### config.mk
export PLATFORM = sky130hd
export DESIGN_NAME = control_pipe_unit
export DESIGN_NICKNAME = d
export VERILOG_FILES = /design/src/rtl/control_pipe_unit.sv
export SDC_FILE = /design/constraint.sdc
export NUM_CORES = 1
export LEC_CHECK = 0
export CAP_MARGIN = 10
export CORE_MARGIN = 1
export CORE_UTILIZATION = 47
export CTS_CLUSTER_SIZE = 8
export DETAILED_ROUTE_END_ITERATION = 8
export GPL_TIMING_DRIVEN = 1
export PLACE_DENSITY = 0.82
export SLEW_MARGIN = 30
export SYNTH_ARGS = -nofsm -noshare
export SYNTH_HDL_FRONTEND = slang
export SYNTH_SLANG_ARGS = --single-unit
### constraint.sdc
create_clock -name CLK -period 4.2 [get_ports CLK]
set_input_delay 0.63 -clock CLK [delete_from_list [all_inputs] [get_ports CLK]]
set_output_delay 0.63 -clock CLK [all_outputs]
set_load 0.02 [all_outputs]
### src/rtl/control_pipe_unit.sv
// control_pipe_unit
//   Main-decoder control path for a 5-stage MIPS-like pipeline. The opcode is
//   decoded combinationally in D. The controls then travel through the E, M
//   and W pipeline registers. A saturating counter records illegal opcodes
//   that were actually issued.
//
// Parameters
//   Opcode_width  opcode field width (decode constants are 6-bit MIPS codes)
//   ALU_OP_width  ALUOp width, must be >= 3
//   EXT_ISA       1 enables bne/andi/ori/slti; 0 decodes them as illegal
//   CNT_width     illegal-opcode counter width
//
// Ports
//   CLK, RST                 clock, asynchronous active-low reset
//   Opcode, Stall_D, Flush_E decode opcode, decode hold, execute bubble request
//   Jump_D .. Illegal_D      combinational decode-stage flags
//   *_E, ALUOp_E             execute-stage controls
//   *_M, *_W                 memory / writeback-stage controls
//   Illegal_Count            saturating count of issued illegal opcodes
module control_pipe_unit #(
  parameter int Opcode_width = 6,
  parameter int ALU_OP_width = 3,
  parameter int EXT_ISA      = 1,
  parameter int CNT_width    = 8
) (
  input  logic                    CLK,
  input  logic                    RST,
  input  logic [Opcode_width-1:0] Opcode,
  input  logic                    Stall_D,
  input  logic                    Flush_E,
  output logic                    Jump_D,
  output logic                    Branch_D,
  output logic                    BranchNE_D,
  output logic                    Illegal_D,
  output logic                    RegWrite_E,
  output logic                    MemtoReg_E,
  output logic                    MemWrite_E,
  output logic                    ALUSrc_E,
  output logic                    RegDst_E,
  output logic                    ZeroExt_E,
  output logic [ALU_OP_width-1:0] ALUOp_E,
  output logic                    RegWrite_M,
  output logic                    MemtoReg_M,
  output logic                    MemWrite_M,
  output logic                    RegWrite_W,
  output logic                    MemtoReg_W,
  output logic [CNT_width-1:0]    Illegal_Count
);

  localparam logic [Opcode_width-1:0] OP_RTYPE = Opcode_width'(6'b000000);
  localparam logic [Opcode_width-1:0] OP_J     = Opcode_width'(6'b000010);
  localparam logic [Opcode_width-1:0] OP_BEQ   = Opcode_width'(6'b000100);
  localparam logic [Opcode_width-1:0] OP_BNE   = Opcode_width'(6'b000101);
  localparam logic [Opcode_width-1:0] OP_ADDI  = Opcode_width'(6'b001000);
  localparam logic [Opcode_width-1:0] OP_SLTI  = Opcode_width'(6'b001010);
  localparam logic [Opcode_width-1:0] OP_ANDI  = Opcode_width'(6'b001100);
  localparam logic [Opcode_width-1:0] OP_ORI   = Opcode_width'(6'b001101);
  localparam logic [Opcode_width-1:0] OP_LW    = Opcode_width'(6'b100011);
  localparam logic [Opcode_width-1:0] OP_SW    = Opcode_width'(6'b101011);
  localparam logic [CNT_width-1:0]    CNT_MAX  = {CNT_width{1'b1}};
  localparam bit                      EXT_ON   = (EXT_ISA != 0);

  logic                    dec_regwrite, dec_regdst, dec_alusrc, dec_memwrite;
  logic                    dec_memtoreg, dec_zeroext;
  logic [ALU_OP_width-1:0] dec_aluop;
  logic                    issue;

  logic                    regwrite_e_d, memtoreg_e_d, memwrite_e_d;
  logic                    alusrc_e_d, regdst_e_d, zeroext_e_d;
  logic [ALU_OP_width-1:0] aluop_e_d;
  logic                    regwrite_e_q, memtoreg_e_q, memwrite_e_q;
  logic                    alusrc_e_q, regdst_e_q, zeroext_e_q;
  logic [ALU_OP_width-1:0] aluop_e_q;
  logic                    regwrite_m_q, memtoreg_m_q, memwrite_m_q;
  logic                    regwrite_w_q, memtoreg_w_q;
  logic [CNT_width-1:0]    cnt_d, cnt_q;

  always_comb begin
    dec_regwrite = 1'b0;
    dec_regdst   = 1'b0;
    dec_alusrc   = 1'b0;
    dec_memwrite = 1'b0;
    dec_memtoreg = 1'b0;
    dec_zeroext  = 1'b0;
    dec_aluop    = '0;
    Branch_D     = 1'b0;
    BranchNE_D   = 1'b0;
    Jump_D       = 1'b0;
    Illegal_D    = 1'b0;
    case (Opcode)
      OP_LW: begin
        dec_regwrite = 1'b1;
        dec_alusrc   = 1'b1;
        dec_memtoreg = 1'b1;
      end
      OP_SW: begin
        dec_alusrc   = 1'b1;
        dec_memwrite = 1'b1;
      end
      OP_RTYPE: begin
        dec_regwrite = 1'b1;
        dec_regdst   = 1'b1;
        dec_aluop    = ALU_OP_width'(3'b010);
      end
      OP_ADDI: begin
        dec_regwrite = 1'b1;
        dec_alusrc   = 1'b1;
      end
      OP_BEQ: begin
        dec_aluop = ALU_OP_width'(3'b001);
        Branch_D  = 1'b1;
      end
      OP_J: Jump_D = 1'b1;
      // Extended opcodes fall back to illegal when the extension is disabled.
      OP_BNE: begin
        if (EXT_ON) begin
          dec_aluop  = ALU_OP_width'(3'b001);
          BranchNE_D = 1'b1;
        end else begin
          Illegal_D = 1'b1;
        end
      end
      OP_ANDI, OP_ORI: begin
        if (EXT_ON) begin
          dec_regwrite = 1'b1;
          dec_alusrc   = 1'b1;
          dec_zeroext  = 1'b1;
          dec_aluop    = (Opcode == OP_ANDI) ? ALU_OP_width'(3'b011)
                                             : ALU_OP_width'(3'b100);
        end else begin
          Illegal_D = 1'b1;
        end
      end
      OP_SLTI: begin
        if (EXT_ON) begin
          dec_regwrite = 1'b1;
          dec_alusrc   = 1'b1;
          dec_aluop    = ALU_OP_width'(3'b101);
        end else begin
          Illegal_D = 1'b1;
        end
      end
      default: Illegal_D = 1'b1;
    endcase
  end

  // A held instruction is re-presented next cycle, so it enters E as a bubble
  // now; a flush always wins. Only an issued illegal opcode is counted.
  assign issue = !Stall_D && !Flush_E;

  always_comb begin
    regwrite_e_d = issue & dec_regwrite;
    memtoreg_e_d = issue & dec_memtoreg;
    memwrite_e_d = issue & dec_memwrite;
    alusrc_e_d   = issue & dec_alusrc;
    regdst_e_d   = issue & dec_regdst;
    zeroext_e_d  = issue & dec_zeroext;
    aluop_e_d    = issue ? dec_aluop : '0;
    cnt_d        = cnt_q;
    if (issue && Illegal_D && (cnt_q != CNT_MAX)) begin
      cnt_d = cnt_q + CNT_width'(1);
    end
  end

  always_ff @(posedge CLK or negedge RST) begin
    if (!RST) begin
      regwrite_e_q <= 1'b0;
      memtoreg_e_q <= 1'b0;
      memwrite_e_q <= 1'b0;
      alusrc_e_q   <= 1'b0;
      regdst_e_q   <= 1'b0;
      zeroext_e_q  <= 1'b0;
      aluop_e_q    <= '0;
      regwrite_m_q <= 1'b0;
      memtoreg_m_q <= 1'b0;
      memwrite_m_q <= 1'b0;
      regwrite_w_q <= 1'b0;
      memtoreg_w_q <= 1'b0;
      cnt_q        <= '0;
    end else begin
      regwrite_e_q <= regwrite_e_d;
      memtoreg_e_q <= memtoreg_e_d;
      memwrite_e_q <= memwrite_e_d;
      alusrc_e_q   <= alusrc_e_d;
      regdst_e_q   <= regdst_e_d;
      zeroext_e_q  <= zeroext_e_d;
      aluop_e_q    <= aluop_e_d;
      regwrite_m_q <= regwrite_e_q;
      memtoreg_m_q <= memtoreg_e_q;
      memwrite_m_q <= memwrite_e_q;
      regwrite_w_q <= regwrite_m_q;
      memtoreg_w_q <= memtoreg_m_q;
      cnt_q        <= cnt_d;
    end
  end

  assign RegWrite_E    = regwrite_e_q;
  assign MemtoReg_E    = memtoreg_e_q;
  assign MemWrite_E    = memwrite_e_q;
  assign ALUSrc_E      = alusrc_e_q;
  assign RegDst_E      = regdst_e_q;
  assign ZeroExt_E     = zeroext_e_q;
  assign ALUOp_E       = aluop_e_q;
  assign RegWrite_M    = regwrite_m_q;
  assign MemtoReg_M    = memtoreg_m_q;
  assign MemWrite_M    = memwrite_m_q;
  assign RegWrite_W    = regwrite_w_q;
  assign MemtoReg_W    = memtoreg_w_q;
  assign Illegal_Count = cnt_q;

endmodule

After elaboration in Yosys (flattened, before gate mapping)
Cells that the tools add are included.
Word-level totals
  memory bits (read-only): 0
  output and inout port bits: 26
  flip-flop bits (word level): 22
  memories kept: 0
  memory bits (writable): 0
  word-level logic and storage cells: 54
  bits of input ports: 10
  latch bits: 0
Operators by class
  reductions and logical operators: 11
  divide/modulo/power cells: 0
  shifts and indexed selects: 0
  add/sub/neg operators: 1
  multiplexer cells: 13
  bitwise logic cells: 6
  magnitude comparators: 0
  equality and inequality tests: 10
  $mul: 0
Operator list (count)
  6-bit by 4-bit == test with 1-bit output, second input constant: 4
  6-bit by 3-bit == test with 1-bit output, second input constant: 2
  6-bit == test, second input constant: 2
  3-bit case mux with 4 select lines: 1
  6-bit OR reduction: 2
  1-bit 2-to-1 mux: 10
  10-bit OR reduction: 1
  8-bit by 1-bit adder with 8-bit output, second input constant: 1
  8-bit != test, second input constant: 1
  1-bit AND: 6
  6-bit by 2-bit == test with 1-bit output, second input constant: 1
  6-bit zero test: 1
  3-bit 2-to-1 mux: 2
  2-bit OR reduction: 2
  1-bit logical AND: 3
  1-bit zero test: 2

Longest topological paths before layout
  depth after elaboration: 5
  depth in mapped cells: 5
  gate-level depth less buffers: 5

Least setup slack after synthesis
OpenSTA, ideal clock, no wires.
  path kind: input to output
  start point: input Opcode[1]
  end point: output Illegal_D
  path slack: 2016 ps
  data arrival time: 1554 ps
  data required time: 3570 ps
  stages on the path: 4
  path through: buf_6 or3b_4 a31oi_4 inv_1
Between the ends
  longest elaborated chain between the ends: 3
  elaborated cells on any way between the ends: 12
Ends and longest elaborated chain
  start: declaration: line 28  | input logic [Opcode_width-1:0] Opcode,
  6-bit by 4-bit == test with 1-bit output (tied with other cells): line 90  | case (Opcode)
  10-bit OR reduction (no source line) *
  1-bit 2-to-1 mux *
  end: declaration: line 34  | output logic Illegal_D,
Every way passes the cells marked *; elsewhere a longest branch is shown, timed or not.

Worst setup path in the final report
  start point: input Opcode[2]
  end point: output Illegal_D
The elaborated chain is that of the path after synthesis.

==> impl_results.md <==
* Slew HR at 68.5%
* Slew Limit Fails at 0
* DRT iter0 DRCs at 13
* Filler cells at 153
* Final WL at 2100 um
* Syn avg cell area at 11.2 sq um
* Crit-path cells: clkdlybuf4s50_1 -> or3b_4 -> a31oi_4 -> inv_1 -> clkdlybuf4s50_1
* Int Power at 0.424 mW
* Clock H-tree levels at 1
* RSZ-0062 raised after global routing: no
* Via Count at 860
* Worst Path Arrival at 2630 ps
* Vias in the first global route at 821
* Global-route wire length before repair at 3740 um
* # diodes at 0
* Post-route setup slack at 936 ps
* Routed Antenna Nets at 0
* Detail Placement HPWL at 1550 um
* PD cells at 421 nW/um^2
* Avg Vias per Cell at 5.48
* GPL Wtd Cong at 0.769
* Setup WS pre-CTS at 956 ps
* Crit path time final at 3260 ps
* CP required at 3570 ps
* Final period util at 77.7%
* Final Hold Vio Count at 0
* Net Sw Power at 0.189 mW
* CTS Buf Count at 3
* Sequential group share of total power at 45.2%
* Slowest-stage cell, CP: clkdlybuf4s50_1
* Gr usage total at 20.2%
* Crit-path max cell delay at 640 ps
* Peak supply drop at 0.346 mV
* Critical path class: input port to primary output
* Hold Worst Slack at 261 ps
* IO Pins at 36
* Worst-Margin Slew at 473 ps
* Die width at 49.3 um
* Worst min path class: input port to asynchronous set/reset pin
* Pleak at 0.621 nW
* Sw frac at 30.9%
* Largest net degree at the start of global routing at 23
* Max-Cap Viols at 0
* Total grt overflow at 0
* Core Area at 2020 sq um
* Mapped Nets at 105
* # resized after CTS at 0
* DRT Pass-1 Iters at 4
* Antenna violations before repair at 0
* Clock Tree Root: clkbuf_4
* Combinational share of power at 28.8%
* Wire per inst at 13.3 um
* Setup tns final at 0 ps
* Most common cell on crit path: clkdlybuf4s50_1
* Final-stage net count at 142
* CP max FO at 11
* # rows at 16
* Power share of the clock group at 26.0%
* Highest clock rate at 306 MHz
* Post-synthesis sequential area ratio at 52.4%
* Clk_skew at 0.827 ps
* # DRC at 0
* Area grow syn2layout at 38.6%
* Finished Cell Area at 1460 sq um
* Status: finished, final reports clean
* Crit start category: input port
* Register cell area after layout at 551 sq um
* Yosys cell types at 37
* Post-CTS Setup Repair Bufs at 0
* Placed Area at 1410 sq um
* CTS clk-pin slew, worst paths at 120 ps
* Initial core utilization at 52.0%
* Most frequent cells in the layout: clkdlybuf4s50_1, dfrtp_1, nor2_1
* DIE HEIGHT at 49.3 um
* Cells after synthesis at 94
* Hold bufs inserted after CTS at 0
* Area of the multi-input gates at 470 sq um
* Port buffer count at 35
* Clk_lat worst skew at 300 ps
* Share of cells above drive strength 1 at 13.8%
* #FFs+latches synth at 22
* Synth warn at 0
* DIE AREA at 2430 sq um
* DP Cell Count at 153
* Commonest non-fill, non-tap cell in the layout: clkdlybuf4s50_1
* CTS tree: yes
* Max Buffers Root-to-Sink at 2
* Sink Count at 22
* Final cell count without fillers at 157
* Worst Setup End Kind: primary output
* Mapped Area at 1050 sq um
* Final setup viols at 0
==> state kept, by name (all words and copies together), names as in the netlist <==
signal and cells:
ALUOp_E 3, ALUSrc_E 1, Illegal_Count 8, MemWrite_E 1, MemWrite_M 1, MemtoReg_E 1, MemtoReg_M 1, MemtoReg_W 1
RegDst_E 1, RegWrite_E 1, RegWrite_M 1, RegWrite_W 1, ZeroExt_E 1
==> power groups by stage <==
| stage | Sequential [mW] | Clock [mW] | Combinational, mW |
|---|---|---|---|
| 6_report | 0.277 | 0.159 | 0.176 |
| 5_1_grt | 0.284 | 0.174 | 0.188 |
| 4_1_cts | 0.277 | 0.162 | 0.179 |
| 3_5_place_dp | 0.281 | 0 | 0.177 |
| 3_3_place_gp | 0.278 | 0 | 0.171 |
| 2_1_floorplan | 0.307 | 0 | 0.0621 |
==> Yosys cell counts (all sizes together) <==
| master | count | area (sq um) |
|---|---|---|
| nor2 | 10 | 37.5 |
| and2b | 1 | 8.76 |
| or3b | 1 | 11.3 |
| nor3 | 6 | 35.0 |
| mux2 | 3 | 41.3 |
| o21bai | 1 | 7.51 |
| and3 | 3 | 20.0 |
| nand2 | 8 | 30.0 |
| or3 | 2 | 22.5 |
| inv | 1 | 3.75 |
| a21boi | 1 | 7.51 |
| nand2b | 1 | 6.26 |
| and2 | 1 | 6.26 |
| xnor2 | 1 | 8.76 |
| clkbuf | 1 | 3.75 |
| nand4 | 2 | 12.5 |
| o21ai | 1 | 5.00 |
| nand3b | 1 | 7.51 |
| nor4b | 2 | 17.5 |
| ha | 1 | 12.5 |
| or2b | 1 | 8.76 |
| nand3 | 4 | 20.0 |
| a21oi | 3 | 15.0 |
| buf | 2 | 22.5 |
| nor2b | 2 | 12.5 |
| a31oi | 2 | 27.5 |
| nor4 | 3 | 25.0 |
| xor2 | 4 | 35.0 |
| or2 | 1 | 6.26 |
| dfrtp | 22 | 551 |
| nand4b | 1 | 15.0 |
| o21a | 1 | 7.51 |
==> layout make-up <==
cell class	instances	share of cell area, %
clock buffer	3	1.55
multi-input combinational	68	32.3
inverter	1	0.258
sequential	22	37.8
clock inverter	1	2.06
tap	27	2.32
timing repair buffer	35	23.7
==> metal layers <==
layer  up-vias  part of all wire (%)  wire [um]  global-route usage (%)
met2        34                    50       1050                    31.7
li1        404                     -          -                       -
met1       419                    44        921                    26.8
met3         3                   5.1        106                    4.67
met5         -                     0          0                       0
met4         0                  0.81         17                    7.84
==> worst paths after layout <==
kind                                         end  slack, ps        startpoint  depth (start not counted)
worst min register to register        MemWrite_M        390        MemWrite_E                          0
worst min-delay path                  MemtoReg_W        260               RST                          1
min in group CLK                      MemWrite_M        390        MemWrite_E                          0
worst max register to register  Illegal_Count[1]       2380  Illegal_Count[0]                          5
max in group asynchronous             MemWrite_M       3620               RST                          1
worst max-delay path                   Illegal_D        940         Opcode[2]                          5
==> logic make-up (layout without fill, tap and decap cells) <==
family          after synthesis  count (layout)  share of synthesized area, %
compound gates                9               9                          6.67
xor+xnor                      5               5                          4.17
fa+ha+maj                     1               1                          1.19
buf+inv                       4              40                          2.86
flops                        22              22                          52.4
mux                           3               3                          3.93
simple gates                 50              50                          28.8
==> critical path, delay by kind of cell <==
family                 cells  cell delay (ps)
buffers and inverters      3             1260
AOI/OAI and AO/OA          1              300
and+or+nand+nor            1              430
==> per-stage QoR <==
| stage | power [mW] | util (%) |
|---|---|---|
| after floorplan | 0.369 | - |
| after global placement | 0.450 | 69.7 |
| after detailed placement | 0.458 | 69.7 |
| after CTS | 0.618 | 72.3 |
| after global routing | 0.646 | 72.0 |
| final | 0.613 | 72.0 |
Power figures use the tool's default switching activity.
